$ cat src/rtl/punc_mem_arbiter_if.sv
// punc_mem_arbiter_if
//   Bundles the CPU port, the debug port, the memory side and the busy flag
//   of the memory arbiter. Clock and reset remain plain module ports.
//
//   slave  : view taken by the arbiter (requests in, grants/read data out,
//            memory strobes out, memory read data in).
//   master : view taken by the environment driving the requesters and
//            modelling the memory.
interface punc_mem_arbiter_if #(
    parameter int DATA_W = 16,
    parameter int ADDR_W = 16
);
    // CPU port (fixed priority)
    logic              cpu_req;
    logic              cpu_we;
    logic [ADDR_W-1:0] cpu_addr;
    logic [DATA_W-1:0] cpu_wdata;
    logic              cpu_gnt;
    logic              cpu_rvalid;
    logic [DATA_W-1:0] cpu_rdata;

    // Debug port (starvation-protected)
    logic              dbg_req;
    logic              dbg_we;
    logic [ADDR_W-1:0] dbg_addr;
    logic [DATA_W-1:0] dbg_wdata;
    logic              dbg_gnt;
    logic              dbg_rvalid;
    logic [DATA_W-1:0] dbg_rdata;

    // Memory side; mem_rdata is valid the cycle after a read strobe
    logic              mem_en;
    logic              mem_we;
    logic [ADDR_W-1:0] mem_addr;
    logic [DATA_W-1:0] mem_wdata;
    logic [DATA_W-1:0] mem_rdata;

    logic              busy;

    modport slave (
        input  cpu_req, cpu_we, cpu_addr, cpu_wdata,
        output cpu_gnt, cpu_rvalid, cpu_rdata,
        input  dbg_req, dbg_we, dbg_addr, dbg_wdata,
        output dbg_gnt, dbg_rvalid, dbg_rdata,
        output mem_en, mem_we, mem_addr, mem_wdata,
        input  mem_rdata,
        output busy
    );

    modport master (
        output cpu_req, cpu_we, cpu_addr, cpu_wdata,
        input  cpu_gnt, cpu_rvalid, cpu_rdata,
        output dbg_req, dbg_we, dbg_addr, dbg_wdata,
        input  dbg_gnt, dbg_rvalid, dbg_rdata,
        input  mem_en, mem_we, mem_addr, mem_wdata,
        output mem_rdata,
        input  busy
    );
endinterface

$ cat src/rtl/punc_mem_arbiter.sv
// punc_mem_arbiter
//   Two-port arbiter in front of a single-ported synchronous memory.
//   The CPU port has fixed priority; the debug port is guaranteed an access
//   after losing MAX_WAIT consecutive arbitrations while requesting.
//   Each access is IDLE/RESP -> ACCESS -> RESP, so the peak rate is one
//   access every two cycles.
//
// Ports
//   clk  : clock, rising edge.
//   rst  : asynchronous active-low reset.
//   bus  : punc_mem_arbiter_if.slave (CPU port, debug port, memory side,
//          busy).
module punc_mem_arbiter #(
    parameter int DATA_W   = 16,
    parameter int ADDR_W   = 16,
    parameter int MAX_WAIT = 4
) (
    input  logic                   clk,
    input  logic                   rst,
    punc_mem_arbiter_if.slave      bus
);

    localparam logic [3:0] WAIT_LIMIT = 4'(MAX_WAIT);

    typedef enum logic [1:0] {
        IDLE   = 2'd0,
        ACCESS = 2'd1,
        RESP   = 2'd2
    } state_t;

    state_t            state, state_nxt;
    logic [3:0]        wait_cnt, wait_cnt_nxt;
    logic              cpu_win, dbg_win;

    // Captured winner request
    logic              cap_we;
    logic              cap_dbg;
    logic [ADDR_W-1:0] cap_addr;
    logic [DATA_W-1:0] cap_wdata;

    // Output registers
    logic              mem_en_q, mem_we_q;
    logic              cpu_gnt_q, dbg_gnt_q;
    logic              cpu_rvalid_q, dbg_rvalid_q;
    logic [DATA_W-1:0] cpu_rdata_q, dbg_rdata_q;
    logic              busy_q;

    // ------------------------------------------------------------------
    // Next-state and arbitration
    // ------------------------------------------------------------------
    always_comb begin
        // NOTE: every signal written here gets a default first, so no path
        // leaves it unassigned and no latch is inferred.
        state_nxt    = state;
        wait_cnt_nxt = wait_cnt;
        cpu_win      = 1'b0;
        dbg_win      = 1'b0;

        case (state)
            IDLE, RESP: begin
                // The debug port overrides the CPU once it has been starved.
                cpu_win   = bus.cpu_req && !(bus.dbg_req && wait_cnt == WAIT_LIMIT);
                dbg_win   = bus.dbg_req && !cpu_win;
                state_nxt = (bus.cpu_req || bus.dbg_req) ? ACCESS : IDLE;

                if (!bus.dbg_req || dbg_win) begin
                    wait_cnt_nxt = 4'd0;
                end else if (wait_cnt < WAIT_LIMIT) begin
                    wait_cnt_nxt = wait_cnt + 4'd1;
                end
            end
            ACCESS:  state_nxt = RESP;
            default: state_nxt = IDLE;
        endcase
    end

    // ------------------------------------------------------------------
    // State register
    // ------------------------------------------------------------------
    // NOTE: sequential state uses non-blocking assignments so every register
    // samples the pre-edge values, independent of statement order.
    always_ff @(posedge clk or negedge rst) begin
        if (!rst) begin
            state    <= IDLE;
            wait_cnt <= 4'd0;
        end else begin
            state    <= state_nxt;
            wait_cnt <= wait_cnt_nxt;
        end
    end

    // ------------------------------------------------------------------
    // Capture and output registers
    // ------------------------------------------------------------------
    always_ff @(posedge clk or negedge rst) begin
        if (!rst) begin
            cap_we       <= 1'b0;
            cap_dbg      <= 1'b0;
            cap_addr     <= '0;
            cap_wdata    <= '0;
            mem_en_q     <= 1'b0;
            mem_we_q     <= 1'b0;
            cpu_gnt_q    <= 1'b0;
            dbg_gnt_q    <= 1'b0;
            cpu_rvalid_q <= 1'b0;
            dbg_rvalid_q <= 1'b0;
            cpu_rdata_q  <= '0;
            dbg_rdata_q  <= '0;
            busy_q       <= 1'b0;
        end else begin
            // Grant and strobe are high exactly in the cycle after a win,
            // which is the ACCESS cycle.
            mem_en_q  <= cpu_win || dbg_win;
            cpu_gnt_q <= cpu_win;
            dbg_gnt_q <= dbg_win;
            busy_q    <= (state_nxt != IDLE);

            if (cpu_win) begin
                cap_we    <= bus.cpu_we;
                cap_dbg   <= 1'b0;
                cap_addr  <= bus.cpu_addr;
                cap_wdata <= bus.cpu_wdata;
                mem_we_q  <= bus.cpu_we;
            end else if (dbg_win) begin
                cap_we    <= bus.dbg_we;
                cap_dbg   <= 1'b1;
                cap_addr  <= bus.dbg_addr;
                cap_wdata <= bus.dbg_wdata;
                mem_we_q  <= bus.dbg_we;
            end else begin
                mem_we_q  <= 1'b0;
            end

            // Leaving ACCESS for RESP: flag a read completion to its owner.
            cpu_rvalid_q <= (state == ACCESS) && !cap_we && !cap_dbg;
            dbg_rvalid_q <= (state == ACCESS) && !cap_we &&  cap_dbg;

            // Keep the returned word after the RESP cycle ends.
            if (cpu_rvalid_q) cpu_rdata_q <= bus.mem_rdata;
            if (dbg_rvalid_q) dbg_rdata_q <= bus.mem_rdata;
        end
    end

    // ------------------------------------------------------------------
    // Outputs
    // ------------------------------------------------------------------
    assign bus.mem_en     = mem_en_q;
    assign bus.mem_we     = mem_we_q;
    assign bus.mem_addr   = cap_addr;
    assign bus.mem_wdata  = cap_wdata;
    assign bus.cpu_gnt    = cpu_gnt_q;
    assign bus.dbg_gnt    = dbg_gnt_q;
    assign bus.cpu_rvalid = cpu_rvalid_q;
    assign bus.dbg_rvalid = dbg_rvalid_q;
    assign bus.busy       = busy_q;

    // The memory word only exists during RESP, so the RESP cycle forwards it
    // straight from mem_rdata; the select is a register, and the held copy
    // takes over from the next cycle on.
    assign bus.cpu_rdata  = cpu_rvalid_q ? bus.mem_rdata : cpu_rdata_q;
    assign bus.dbg_rdata  = dbg_rvalid_q ? bus.mem_rdata : dbg_rdata_q;

endmodule

$ cat src/flat_wrapper.sv
// flat-port wrapper written by rule: the top's interface ports become plain ports
module punc_mem_arbiter_flat 
#(
    parameter int DATA_W   = 16,
    parameter int ADDR_W   = 16,
    parameter int MAX_WAIT = 4
)
  (clk, rst, bus_cpu_req, bus_cpu_we, bus_cpu_addr, bus_cpu_wdata, bus_cpu_gnt, bus_cpu_rvalid, bus_cpu_rdata, bus_dbg_req, bus_dbg_we, bus_dbg_addr, bus_dbg_wdata, bus_dbg_gnt, bus_dbg_rvalid, bus_dbg_rdata, bus_mem_en, bus_mem_we, bus_mem_addr, bus_mem_wdata, bus_mem_rdata, bus_busy);
  punc_mem_arbiter_if #(.DATA_W(DATA_W), .ADDR_W(ADDR_W)) bus_i ();
  input  logic clk;
  input  logic rst;
  input wire logic [$bits(bus_i.cpu_req)-1:0] bus_cpu_req;
  input wire logic [$bits(bus_i.cpu_we)-1:0] bus_cpu_we;
  input wire logic [$bits(bus_i.cpu_addr)-1:0] bus_cpu_addr;
  input wire logic [$bits(bus_i.cpu_wdata)-1:0] bus_cpu_wdata;
  output wire logic [$bits(bus_i.cpu_gnt)-1:0] bus_cpu_gnt;
  output wire logic [$bits(bus_i.cpu_rvalid)-1:0] bus_cpu_rvalid;
  output wire logic [$bits(bus_i.cpu_rdata)-1:0] bus_cpu_rdata;
  input wire logic [$bits(bus_i.dbg_req)-1:0] bus_dbg_req;
  input wire logic [$bits(bus_i.dbg_we)-1:0] bus_dbg_we;
  input wire logic [$bits(bus_i.dbg_addr)-1:0] bus_dbg_addr;
  input wire logic [$bits(bus_i.dbg_wdata)-1:0] bus_dbg_wdata;
  output wire logic [$bits(bus_i.dbg_gnt)-1:0] bus_dbg_gnt;
  output wire logic [$bits(bus_i.dbg_rvalid)-1:0] bus_dbg_rvalid;
  output wire logic [$bits(bus_i.dbg_rdata)-1:0] bus_dbg_rdata;
  output wire logic [$bits(bus_i.mem_en)-1:0] bus_mem_en;
  output wire logic [$bits(bus_i.mem_we)-1:0] bus_mem_we;
  output wire logic [$bits(bus_i.mem_addr)-1:0] bus_mem_addr;
  output wire logic [$bits(bus_i.mem_wdata)-1:0] bus_mem_wdata;
  input wire logic [$bits(bus_i.mem_rdata)-1:0] bus_mem_rdata;
  output wire logic [$bits(bus_i.busy)-1:0] bus_busy;
  assign bus_i.cpu_req = bus_cpu_req;
  assign bus_i.cpu_we = bus_cpu_we;
  assign bus_i.cpu_addr = bus_cpu_addr;
  assign bus_i.cpu_wdata = bus_cpu_wdata;
  assign bus_cpu_gnt = bus_i.cpu_gnt;
  assign bus_cpu_rvalid = bus_i.cpu_rvalid;
  assign bus_cpu_rdata = bus_i.cpu_rdata;
  assign bus_i.dbg_req = bus_dbg_req;
  assign bus_i.dbg_we = bus_dbg_we;
  assign bus_i.dbg_addr = bus_dbg_addr;
  assign bus_i.dbg_wdata = bus_dbg_wdata;
  assign bus_dbg_gnt = bus_i.dbg_gnt;
  assign bus_dbg_rvalid = bus_i.dbg_rvalid;
  assign bus_dbg_rdata = bus_i.dbg_rdata;
  assign bus_mem_en = bus_i.mem_en;
  assign bus_mem_we = bus_i.mem_we;
  assign bus_mem_addr = bus_i.mem_addr;
  assign bus_mem_wdata = bus_i.mem_wdata;
  assign bus_i.mem_rdata = bus_mem_rdata;
  assign bus_busy = bus_i.busy;
  punc_mem_arbiter #(.DATA_W(DATA_W), .ADDR_W(ADDR_W), .MAX_WAIT(MAX_WAIT)) u_core (.clk(clk), .rst(rst), .bus(bus_i));
endmodule
$ cat config.mk
export PLATFORM = sky130hd
export DESIGN_NAME = punc_mem_arbiter_flat
export DESIGN_NICKNAME = d
export VERILOG_FILES = /design/src/rtl/punc_mem_arbiter_if.sv /design/src/rtl/punc_mem_arbiter.sv /design/src/flat_wrapper.sv
export SDC_FILE = /design/constraint.sdc
export NUM_CORES = 1
export LEC_CHECK = 0
export ABC_CLOCK_PERIOD_IN_PS = 1800
export CAP_MARGIN = 40
export CORE_MARGIN = 2
export CORE_UTILIZATION = 41
export CTS_CLUSTER_DIAMETER = 60
export CTS_CLUSTER_SIZE = 14
export DETAILED_ROUTE_END_ITERATION = 8
export GPL_ROUTABILITY_DRIVEN = 0
export PLACE_DENSITY_LB_ADDON = 0.12
export SYNTH_ARGS = -nofsm -noshare
export SYNTH_HDL_FRONTEND = slang
export SYNTH_SLANG_ARGS = --single-unit
export TNS_END_PERCENT = 10
$ cat constraint.sdc
create_clock -name clk -period 1.8 [get_ports clk]
set_clock_uncertainty 0.15 [all_clocks]
set_input_delay 0.36 -clock clk [delete_from_list [all_inputs] [get_ports clk]]
set_output_delay 0.36 -clock clk [all_outputs]
set_load 0.02 [all_outputs]
# Yosys cells after proc, flatten, opt, wreduce, memory -nomap -nowiden
# Index checks and enable logic that the tools add are counted.
# W data, S select, Z words.
dict set report word_totals {
  ff_bits 79
  in_bits 86
}
dict set report classes {
  n_addsub 1
  n_lt_le_gt_ge 1
  eq_ne 3
  n_mux 18
  n_reduce_logical 20
}
# operator n
set op_table {}
lappend op_table {{$mux W16} 6}
lappend op_table {{$mux W1} 9}
lappend op_table {{$mux W4} 2}
lappend op_table {{$logic_and A1 B1 Y1} 6}
lappend op_table {{$reduce_bool A2 Y1} 3}
lappend op_table {{$logic_not A1 Y1} 5}
lappend op_table {{$add A4 B1 Y4 const B} 1}
lappend op_table {{$eq A4 B3 Y1 const B} 1}
lappend op_table {{$lt A4 B3 Y1 const B} 1}
lappend op_table {{$pmux W2 S2} 1}
lappend op_table {{$logic_or A1 B1 Y1} 3}
lappend op_table {{$eq A2 B1 Y1 const B} 1}
lappend op_table {{$eq A2 B2 Y1 const B} 1}
lappend op_table {{$logic_not A2 Y1} 1}
lappend op_table {{$reduce_and A2 Y1} 1}
lappend op_table {{$reduce_or A2 Y1} 1}

# Logic depth before layout (Yosys ltp)
dict set report depth {
  ltp_word 9
  ltp_mapped 8
  ltp_nobuf 7
}

# Least setup slack after synthesis
# Ideal clock, no wire load.
dict set report synth_path {
  kind {register to output}
  start {register u_core.cpu_rvalid_q, in the netlist u_core.bus.cpu_rvalid}
  end {output port bus_cpu_rdata[10]}
  t_arrival_ps 1266
  required_time_ps 1290
  slack_ps 24
  stages_incl_launch_ff 4
  path_buffers 2
  path_cell_list {dfrtp_1 -> buf_2 -> buf_2 -> mux2_2}
}
dict set report synth_between {
  elab_chain_len 1
}
# element line
set synth_rtl {}
lappend synth_rtl {{from (decl)} punc_mem_arbiter.sv:44} ;# logic cpu_rvalid_q, dbg_rvalid_q;
lappend synth_rtl {{from (signal assigned)} punc_mem_arbiter.sv:135} ;# cpu_rvalid_q <= (state == ACCESS) && !cap_we && !cap_dbg;
lappend synth_rtl {{$mux W16} punc_mem_arbiter.sv:160} ;# assign bus.cpu_rdata = cpu_rvalid_q ? bus.mem_rdata : cpu_rdata_q;
lappend synth_rtl {{to (decl)} flat_wrapper.sv:18} ;# output wire logic [$bits(bus_i.cpu_rdata)-1:0] bus_cpu_rdata;
# No other way between the ends.

# Final worst setup path
dict set report layout_path {
  start {register u_core.dbg_rvalid_q, in the netlist u_core.bus.dbg_rvalid}
  end {output port bus_dbg_rdata[7]}
}
dict set report layout_between {
  elab_chain_len 1
}
# element line
set layout_rtl {}
lappend layout_rtl {{from (decl)} punc_mem_arbiter.sv:44}
lappend layout_rtl {{from (signal assigned)} punc_mem_arbiter.sv:136} ;# dbg_rvalid_q <= (state == ACCESS) && !cap_we && cap_dbg;
lappend layout_rtl {{$mux W16} punc_mem_arbiter.sv:161} ;# assign bus.dbg_rdata = dbg_rvalid_q ? bus.mem_rdata : dbg_rdata_q;
lappend layout_rtl {{to (decl)} flat_wrapper.sv:25} ;# output wire logic [$bits(bus_i.dbg_rdata)-1:0] bus_dbg_rdata;
# No other way between the ends.

==> impl_metrics.toml <==
[grt]
grt_antenna_before_repair = 0
grt_pass1_vias = 2923
grt_overflow_total = 0
grt_max_degree = 46
track_usage_pct = 21.1
grt_pass1_wl_um = 14200

[power_and_ir_drop]
ir_drop_v = 0.000483
powerDensity_nw_per_um2 = 1320
total_power_mw = 7.28
p_leak_nw = 2.52

[run]
drv_cap = 0

[cells_and_area]
fill_cells = 573
design_area_sq_um = 5510
diodes = 0
syn2layout_area_growth_pct = 68.2
fin_nets = 562
drive_above_1_share_pct = 24.2
postLayoutCoreUtil_pct = 71.3

[floorplanning]
fp.dieH_um = 93.4
io_pins = 157
rows = 32
initial_utilization_pct = 42.4
dieArea_sq_um = 8720
die_w_um = 93.4
core_area_sq_um = 7730

[clocking]
cts_buffers = 9
insertion_delay_ns = 0.34
cts_tree = "done"
clk_pin_slew_ns = 0.08
clock-sinks = 79
cts_max_path_buffers = 2
root_buffer = "clkbuf_8"
cts_max_level = 3

[yosys]
yosysMostFrequentCell = "dfrtp_1"
synth_cell_types = 24
synthTopCellsByCount = "dfrtp_1, nand2_1, nor2_1"
synth_area_leader_cell = "dfrtp_1"
syn_inst = 298
syn_area_per_cell_sq_um = 11.0
yosys_most_used_dff = "dfrtp_1"
synth_nets = 386
yosys-top-cells-area = "dfrtp_1, mux2_2, nand2_1, a31oi_1, nor2_1"
synth_edf_count = 0
synth_seq_area_share_pct = 60.3
synth-seq-cells = 79
yosysTopAreaCellShare_pct = 60.3
async_flop_share_pct = 100
ys_warn_count = 0
mappedNetlistArea_sq_um = 3280

[timing]
finalMaxSlewViolations = 0
hold_slack_ns = 0.305
finalSetupViolations = 32
worst_slew_pin_slew_ns = 0.291
layout_setup_ws_ns = -0.117
min_period_ns = 1.92
fin_crit_sh_pct = 106
max_freq_mhz = 522
rsz0062_at_grt = "yes"
hold_viol = 0
slew_headroom_pct = 80.6

[drt]
drc = 0
vias_per_cell = 4.88
num_vias = 2833
ant_nets = 0
drt_iter0_markers = 88
routed_wl_um = 9020
wl_per_cell_um = 15.5
drtPass1Iterations = 6

[placement]
portBuffers = 156
dpl-instance-area_sq_um = 5110
dpl_worst_slack_ns = -0.344
hpwlAfterDp_um = 6360

[worst_setup_path]
critPathLaunchType = "register"
critPathKind = "reg -> out"
endpoint_kind = "primary output"
worstPathRequired_ns = 1.29
arrival_ns = 1.41
crit_fanout = 9

[hold_path]
hp-class = "reg -> reg"

[status]
violations = "negative setup slack"
outcome = "finished with violations"
==> report_power, final <==
part | total [mW] | switching, mW | internal [mW]
combinational | 3.32 | 1.56 | 1.75
clock | 1.44 | 0.645 | 0.800
sequential | 2.52 | 0.205 | 2.31
==> flip-flops by register name, indices dropped and copies added, names as in the netlist <==
signal                 count
u_core.bus.mem_addr       16
u_core.bus.mem_wdata      16
u_core.cap_dbg             1
u_core.bus.mem_we          1
u_core.bus.dbg_rvalid      1
u_core.bus.busy            1
u_core.bus.mem_en          1
u_core.bus.cpu_rvalid      1
u_core.bus.dbg_gnt         1
u_core.wait_cnt            4
u_core.dbg_rdata_q        16
u_core.bus.cpu_gnt         1
u_core.cpu_rdata_q        16
u_core.state               2
u_core.cap_we              1
==> final cells by class <==
cell class / instances / area, sq um / area share, %
Sequential cell: 79 / 1980 / 35.9
Tap cell: 102 / 128 / 2.32
Inverter: 6 / 27.5 / 0.500
Timing Repair Buffer: 183 / 1910 / 34.6
Clock inverter: 3 / 47.5 / 0.863
Clock buffer: 13 / 179 / 3.25
Multi-Input combinational cell: 195 / 1240 / 22.6
==> routing by layer <==
| metal | wire length [um] | share of wire (%) | vias up | global-route usage (%) |
|---|---|---|---|---|
| met5 | 0 | 0 | - | 0 |
| met4 | 208 | 2.3 | 0 | 9.07 |
| met3 | 646 | 7.2 | 17 | 6.37 |
| met2 | 4430 | 49 | 110 | 35.7 |
| met1 | 3730 | 41 | 1351 | 24.9 |
| li1 | - | - | 1355 | - |
==> kinds of logic after synthesis <==
family	count (synthesis)	share of synthesized area, %
adder cells (fa/ha/maj)	2	0.764
AO/OA/AOI/OAI	41	7.71
multiplexers	33	11.3
buffers and inverters	24	4.66
flip-flops	79	60.3
AND/OR/NAND/NOR	119	15.2
==> path summary, 6_finish.rpt <==
check | startpoint | endpoint | slack [ns] | depth (start not counted)
max in group asynchronous | rst | u_core.bus.mem_wdata[3]$_DFFE_PN0P_ | 0.87 | 3
worst min register to register | u_core.cap_we$_DFFE_PN0P_ | u_core.bus.dbg_rvalid$_DFF_PN0_ | 0.30 | 1
worst min-delay path | u_core.cap_we$_DFFE_PN0P_ | u_core.bus.dbg_rvalid$_DFF_PN0_ | 0.30 | 1
worst max-delay path | u_core.bus.dbg_rvalid$_DFF_PN0_ | bus_dbg_rdata[7] | -0.12 | 3
min in group asynchronous | rst | u_core.dbg_rdata_q[15]$_DFF_PN0_ | 0.38 | 3
worst max register to register | u_core.wait_cnt[0]$_DFFE_PN0P_ | u_core.bus.mem_wdata[15]$_DFFE_PN0P_ | 0.13 | 8
==> cell usage in the layout (no fill, tap or decap), types with 2 or more instances in the layout <==
master,n
dfrtp_1,78
nand3_1,2
buf_6,34
buf_4,14
o21ai_0,2
buf_12,11
a31oi_1,33
mux2_2,8
dlymetal6s2s_1,2
nor2_1,39
mux2_4,25
inv_6,2
clkdlybuf4s50_1,84
dlygate4sd2_1,35
a21oi_1,4
inv_1,5
nand2_1,70
clkbuf_8,13
==> metrics by stage <==
| step | setup TNS [ns] | cells |
|---|---|---|
| 6_report | -3.01 | 581 |
| 5_1_grt | -4.70 | 581 |
| 4_1_cts | -5.86 | 580 |
| 3_5_place_dp | -13.45 | 556 |
| 3_3_place_gp | -11.65 | 556 |
| 2_1_floorplan | 0 | 298 |
==> critical path, cell delays in order (launching register included) <==
cell and delay [ns]:
dfrtp_2 0.45, buf_12 0.16, mux2_4 0.31, buf_6 0.14
==> repair_timing <==
action | 4_1_cts | 5_1_grt
endpoints found under the setup margin | 69 | 62
buffers inserted | 5 | 5
hold buffers | 1 | 0
hold endpoints to repair | 79 | 0
cloned | 2 | 0
gates resized for setup | 220 | 50
Note: power is estimated with default switching activity, not from simulation.
